==> config.mk <==
export PLATFORM = sky130hd
export DESIGN_NAME = if_fetch
export DESIGN_NICKNAME = d
export VERILOG_FILES = /design/src/rtl/if_fetch.sv
export SDC_FILE = /design/constraint.sdc
export NUM_CORES = 1
export LEC_CHECK = 0
export BUFFER_PORTS_ARGS = -buffer_cell sky130_fd_sc_hd__buf_2
export CAP_MARGIN = 20
export CORE_MARGIN = 4
export CORE_UTILIZATION = 49
export CTS_CLUSTER_DIAMETER = 40
export DETAILED_ROUTE_END_ITERATION = 7
export PLACE_DENSITY = 0.76
export SLEW_MARGIN = 20
export SYNTH_ARGS = -nofsm -noshare
export SYNTH_HDL_FRONTEND = slang
export SYNTH_SLANG_ARGS = --single-unit
==> constraint.sdc <==
create_clock -name clk -period 4.1 [get_ports clk]
set_input_delay 0.615 -clock clk [delete_from_list [all_inputs] [get_ports clk]]
set_output_delay 0.615 -clock clk [all_outputs]
set_load 0.01 [all_outputs]
==> src/rtl/if_fetch.sv <==
`default_nettype none
// ============================================================================
// Module   : if_fetch
// Purpose  : Instruction fetch stage feeding the IF/ID pipeline register.
//            Owns the PC, issues word reads over a req/gnt/rvalid bus,
//            buffers returned words in a small prefetch FIFO and presents
//            one instruction/address pair per cycle (INST_NOP when empty).
//            Honours pipeline hold and flushes/redirects on jump.
// Ports    : clk            core clock
//            rst            asynchronous active-low reset
//            jump_flag_i    redirect request from EX
//            jump_addr_i    redirect target (bits [1:0] ignored)
//            hold_flag_i    pipeline hold code (>= 1 stalls IF)
//            ibus_req_o     read request
//            ibus_addr_o    word address of the request
//            ibus_gnt_i     request accepted this cycle
//            ibus_rvalid_i  read data valid (in order)
//            ibus_rdata_i   read data
//            inst_o         instruction to IF/ID
//            inst_addr_o    address of inst_o (0 when no instruction)
//            pc_o           next fetch address (debug)
// Revision : 1.0 - initial release
// ============================================================================
module if_fetch #(
   parameter logic [31:0] RESET_ADDR = 32'h0000_0000,
   parameter int          DEPTH      = 2
) (
   input  logic        clk,
   input  logic        rst,
   input  logic        jump_flag_i,
   input  logic [31:0] jump_addr_i,
   input  logic [2:0]  hold_flag_i,
   output logic        ibus_req_o,
   output logic [31:0] ibus_addr_o,
   input  logic        ibus_gnt_i,
   input  logic        ibus_rvalid_i,
   input  logic [31:0] ibus_rdata_i,
   output logic [31:0] inst_o,
   output logic [31:0] inst_addr_o,
   output logic [31:0] pc_o
);

   localparam int          CW         = $clog2(DEPTH) + 1;
   localparam int          AW         = $clog2(DEPTH);
   localparam logic [31:0] C_INST_NOP = 32'h0000_0001;
   localparam logic [2:0]  C_HOLD_PC  = 3'd1;
   localparam logic [CW:0] C_DEPTH_W  = (CW+1)'(DEPTH);

   // ---------------------------------------------------------------------
   // State
   // ---------------------------------------------------------------------
   logic [31:0]   fetch_pc_q, fetch_pc_d;
   logic [31:0]   resp_pc_q,  resp_pc_d;
   logic [CW-1:0] count_q,    count_d;
   logic [CW-1:0] outst_q,    outst_d;
   logic [CW-1:0] discard_q,  discard_d;
   logic [AW-1:0] rd_ptr_q,   rd_ptr_d;
   logic [AW-1:0] wr_ptr_q,   wr_ptr_d;

   logic [31:0]   fifo_data_q [DEPTH];
   logic [31:0]   fifo_addr_q [DEPTH];

   // ---------------------------------------------------------------------
   // Combinational control
   // ---------------------------------------------------------------------
   logic          w_stall;
   logic          w_empty;
   logic [CW:0]   w_inflight;
   logic          w_grant;
   logic          w_resp;
   logic          w_push;
   logic          w_pop;
   logic [31:0]   w_jump_target;
   logic [1:0]    w_unused_jump_lsb;

   assign w_unused_jump_lsb = jump_addr_i[1:0];
   assign w_jump_target     = {jump_addr_i[31:2], 2'b00};

   assign w_stall    = (hold_flag_i >= C_HOLD_PC);
   assign w_empty    = (count_q == '0);
   assign w_inflight = {1'b0, count_q} + {1'b0, outst_q};

   // Occupancy plus outstanding is capped at DEPTH, so a granted request
   // always has a FIFO slot waiting for its response.
   assign ibus_req_o  = rst & ~jump_flag_i & (w_inflight < C_DEPTH_W);
   assign ibus_addr_o = fetch_pc_q;
   assign pc_o        = fetch_pc_q;

   assign w_grant = ibus_req_o & ibus_gnt_i;
   // A response with nothing outstanding is a protocol error and is ignored.
   assign w_resp  = ibus_rvalid_i & (outst_q != '0);
   assign w_push  = w_resp & (discard_q == '0) & ~jump_flag_i;
   assign w_pop   = ~w_empty & ~w_stall & ~jump_flag_i;

   // No bypass: a word pushed this cycle appears on inst_o next cycle.
   assign inst_o      = (w_empty | jump_flag_i) ? C_INST_NOP : fifo_data_q[rd_ptr_q];
   assign inst_addr_o = (w_empty | jump_flag_i) ? 32'h0      : fifo_addr_q[rd_ptr_q];

   // ---------------------------------------------------------------------
   // Next-state logic
   // ---------------------------------------------------------------------
   always_comb begin
      fetch_pc_d = fetch_pc_q;
      resp_pc_d  = resp_pc_q;
      count_d    = count_q;
      outst_d    = outst_q;
      discard_d  = discard_q;
      rd_ptr_d   = rd_ptr_q;
      wr_ptr_d   = wr_ptr_q;

      if (jump_flag_i) begin
         // Flush and redirect. Every request still in flight after this
         // edge returns stale data, so discard mirrors the remaining
         // outstanding count; a response landing now is simply dropped.
         fetch_pc_d = w_jump_target;
         resp_pc_d  = w_jump_target;
         count_d    = '0;
         rd_ptr_d   = '0;
         wr_ptr_d   = '0;
         outst_d    = outst_q - CW'(w_resp);
         discard_d  = outst_q - CW'(w_resp);
      end else begin
         if (w_grant) begin
            fetch_pc_d = fetch_pc_q + 32'd4;
         end
         outst_d = outst_q + CW'(w_grant) - CW'(w_resp);
         if (w_resp && (discard_q != '0)) begin
            discard_d = discard_q - CW'(1);
         end
         if (w_push) begin
            resp_pc_d = resp_pc_q + 32'd4;
            wr_ptr_d  = wr_ptr_q + AW'(1);
         end
         if (w_pop) begin
            rd_ptr_d = rd_ptr_q + AW'(1);
         end
         count_d = count_q + CW'(w_push) - CW'(w_pop);
      end
   end

   // ---------------------------------------------------------------------
   // Registers
   // ---------------------------------------------------------------------
   always_ff @(posedge clk or negedge rst) begin
      if (!rst) begin
         fetch_pc_q <= RESET_ADDR;
         resp_pc_q  <= RESET_ADDR;
         count_q    <= '0;
         outst_q    <= '0;
         discard_q  <= '0;
         rd_ptr_q   <= '0;
         wr_ptr_q   <= '0;
      end else begin
         fetch_pc_q <= fetch_pc_d;
         resp_pc_q  <= resp_pc_d;
         count_q    <= count_d;
         outst_q    <= outst_d;
         discard_q  <= discard_d;
         rd_ptr_q   <= rd_ptr_d;
         wr_ptr_q   <= wr_ptr_d;
      end
   end

   // FIFO storage needs no reset: entries are only read while count_q > 0.
   always_ff @(posedge clk) begin
      if (w_push) begin
         fifo_data_q[wr_ptr_q] <= ibus_rdata_i;
         fifo_addr_q[wr_ptr_q] <= resp_pc_q;
      end
   end

`ifndef SYNTHESIS
   a_rvalid_needs_outstanding: assert property (
      @(posedge clk) disable iff (!rst) ibus_rvalid_i |-> (outst_q != '0));
`endif

endmodule
`default_nettype wire

==> results.md <==
- Critical Path Source Type: flop
- Critical-path cell list: and2_1 -> fa_1 -> nor4b_4 -> and2_2 -> inv_2 -> ha_1 -> inv_1 -> ha_1 -> xnor2_1 -> o21ai_0 -> xor2_1
- CP Data Required Time: 4.46 ns
- CP max stage delay: 0.48 ns
- Synthesis-stage register bit count: 192
- First-pass GRT wire length: 30.4 mm
- Dpl cells: 1,071
- Initial DRT Pass Iterations: 5
- FF-to-FF setup slack: 0.90 ns
- Area after DPL: 9720 sq um
- Layout Skew: 0.0105 ns
- Clock Latency Late Sink: 0.43 ns
- YS warnings: 0
- Fin util: 0.593
- Vias: 5,934
- Pre-CTS WS: 0.939 ns
- Cell area after layout: 10,300 sq um
- CTS H-tree lvls: 4
- CP Class: flop to flop
- Minimum clock period: 3.20 ns
- Avg WL per Cell: 17.2 um
- Hold Path Class: primary input to flop
- Initial DRC count: 457
- Antenna violations before repair: 0
- Final setup viols: 0
- Post-Route WL: 18.9 mm
- Core Area: 17,400 sq um
- MaxCap Viol Count: 0
- Routed vias/inst: 5.38
- Die Y-Extent: 142 um
- Synth-to-layout area growth: 17.8%
- Clock Path Buffers: 2
- EDFF count, synth: 124
- Met3 usage: 0.0418
- Slowest cell on crit path: fa_1
- Most frequent CP cell: ha_1
- Vias in the first global route: 5,833
- Crit-path max FO: 23
- Fin. Hold Viols: 0
- Highest clock rate: 313 MHz
- Netlist Area Pre-Place: 8770 sq um
- M1 GR Usage: 0.271
- Async SR Flop Fraction: 0.354
- PwrDens: 470 nW/um^2
- Initial Util: 0.503
- I/O pins: 201
- Gpl congestion: 0.873
- Hold Crit Depth: 1
- Crit path max-delay family: adder cells
- Hpwl dp: 13.0 mm
- CTS Hold Bufs: 0
- Hold wc startpoint: ibus_rdata_i[10]
- Final critical-path share of the clock period: 0.780
- DRC violations left: 0
- Busiest grt layer: met2
- Post-route setup TNS: 0 ns
- Worst-path clk slew: 0.07 ns
- FF-to-FF Start: outst_q[0]
- GRT Resource Usage Total: 0.191
- Relative slew margins: 0.304
- Critical Path AT: 3.55 ns
- CP startpoint: outst_q[0]
- Final global-route overflow total: 0
- Status: finished, final reports clean
- Antenna cells: 0
- Distinct cell type count after synthesis: 51
- R2R depth: 11
- Final worst setup slack: 0.901 ns
- Synth Flop Type: edfxtp_1
- Post-CTS repair timing setup buffer count: 0
- WHS Endpoint: fifo_data_q[1][10]
- # resized after CTS: 0
- Avg Synthesized Cell Area: 12.5 sq um
- Cell Count, Final, Fillers Out: 1,103
- Die area: 20,100 sq um
- CTS Buf Count: 17
- Leak Pwr: 4.08 nW
- RSZ-0062 raised after global routing: no
- CP Buf/Inv Count: 2
- Grt met2 use: 0.293
- TritonCTS clock tree: done
- Critical path endpoint category: flop
- Cells after Synth: 704
- Seq/Total Area, Yosys: 0.619
- Die width: 142 um
- DRT antenna net count: 0
- Worst reg2reg path endpoint: outst_q[1]
- Share of layout cells above drive strength 1: 0.293
- FP Rows: 48
- Nets: 946
- Clock sink count: 192
- Pins Over Slew Limit: 0
- Input/output buffers: 192
- Peak VDD IR: 0.000298 V
- Root Driver: clkbuf_16
- Slew @ Worst Pin: 1.04 ns
- Pin count of the biggest net entering global routing: 69
## worst max path at each step
stage	to	slack (ns)	cells after the start
2_1_floorplan	fifo_addr_q[0][10]	1.02	4
3_3_place_gp	outst_q[1]	0.98	11
3_5_place_dp	outst_q[1]	0.94	11
4_1_cts	outst_q[1]	0.91	11
5_1_grt	outst_q[1]	0.67	11
6_report	outst_q[1]	0.90	11
## per-layer routing
layer,vias up,wire length (um)
li1,2834,-
met1,2815,8460
met2,258,8660
met3,27,1460
met4,0,351
met5,-,0
## power breakdown
| part | switching [mW] | total (mW) | leakage [nW] | internal [mW] |
|---|---|---|---|---|
| Combinational | 0.425 | 0.720 | 1.85 | 0.294 |
| Clock | 0.731 | 1.68 | 0.291 | 0.951 |
| Sequential | 0.180 | 2.45 | 1.94 | 2.27 |
| Total | 1.34 | 4.85 | 4.08 | 3.51 |
## cell usage in the layout, fill, tap and decap left out, drive strengths merged, types with 2 or more instances in the layout
cell and count:
dfrtp 68, a21boi 2, mux2i 61, buf 201, mux2 4, clkinv 3
ha 8, conb 6, o21ai 44, nor2b 4, o211ai 13, xnor2 12
and2 4, inv 21, edfxtp 124, o211a 2, nor3 8, clkbuf 20
nand2 56, o311ai 14, a21oi 3, nor2 84, a211o 2, nand2b 2
nor4 5, clkinvlp 2, bufinv 2, nand4 21, a31oi 6, o221ai 2
nand3 27, and3 7, xor2 32
## per-stage QoR
stage	hold slack (ns)	total power [mW]
2_1_floorplan	0.319	2.96
3_5_place_dp	0.486	3.21
4_1_cts	0.355	4.90
5_1_grt	0.357	5.09
6_report	0.378	4.85
3_3_place_gp	0.469	3.18
## Yosys cell counts (6+ instances only)
master,number,area (sq um)
edfxtp_1,124,3720
nor2_1,83,312
dfrtp_1,68,1700
mux2i_1,61,611
nand2_1,56,210
buf_4,40,300
xor2_1,32,280
o21ai_1,31,155
nand3_1,24,120
nand4_1,19,119
inv_1,15,56.3
clkbuf_1,14,52.6
o311ai_1,14,123
o21ai_0,13,65.1
o211ai_1,12,90.1
xnor2_1,12,105
ha_1,8,100
and3_1,7,43.8
a31oi_1,6,37.5
buf_1,6,22.5
nor3_1,6,30.0
## area by class of cell
type	count	area (sq um)
Clock buffer	20	458
Clock inverter	12	146
Fill cell	1425	7090
Inverter	16	60.1
Multi-Input combinational cell	437	2920
Sequential cell	192	5430
Tap cell	225	282
Timing Repair Buffer	201	1030
## kinds of logic (layout without fill, tap and decap cells)
group                      count (synthesis)  in the layout  share of synthesized area
AOI/OAI and AO/OA                         92             92                     0.0695
xor gates and xnor gates                  44             44                     0.0440
adders and majority gates                  9              9                     0.0137
buffers and inverters                     80            249                     0.0527
DFF                                      192            192                      0.619
muxes                                     65             65                     0.0748
other                                      1              6                   0.000428
and+or+nand+nor                          221            221                      0.126
## state kept, by name, indices dropped and copies added, names as in the netlist
| name | cells |
|---|---|
| resp_pc_q | 30 |
| fifo_addr_q | 60 |
| rd_ptr_q | 1 |
| fifo_data_q | 64 |
| ibus_addr_o | 30 |
| count_q | 2 |
| discard_q | 2 |
| wr_ptr_q | 1 |
| outst_q | 2 |
No activity file was read; power rests on OpenSTA's default activity.
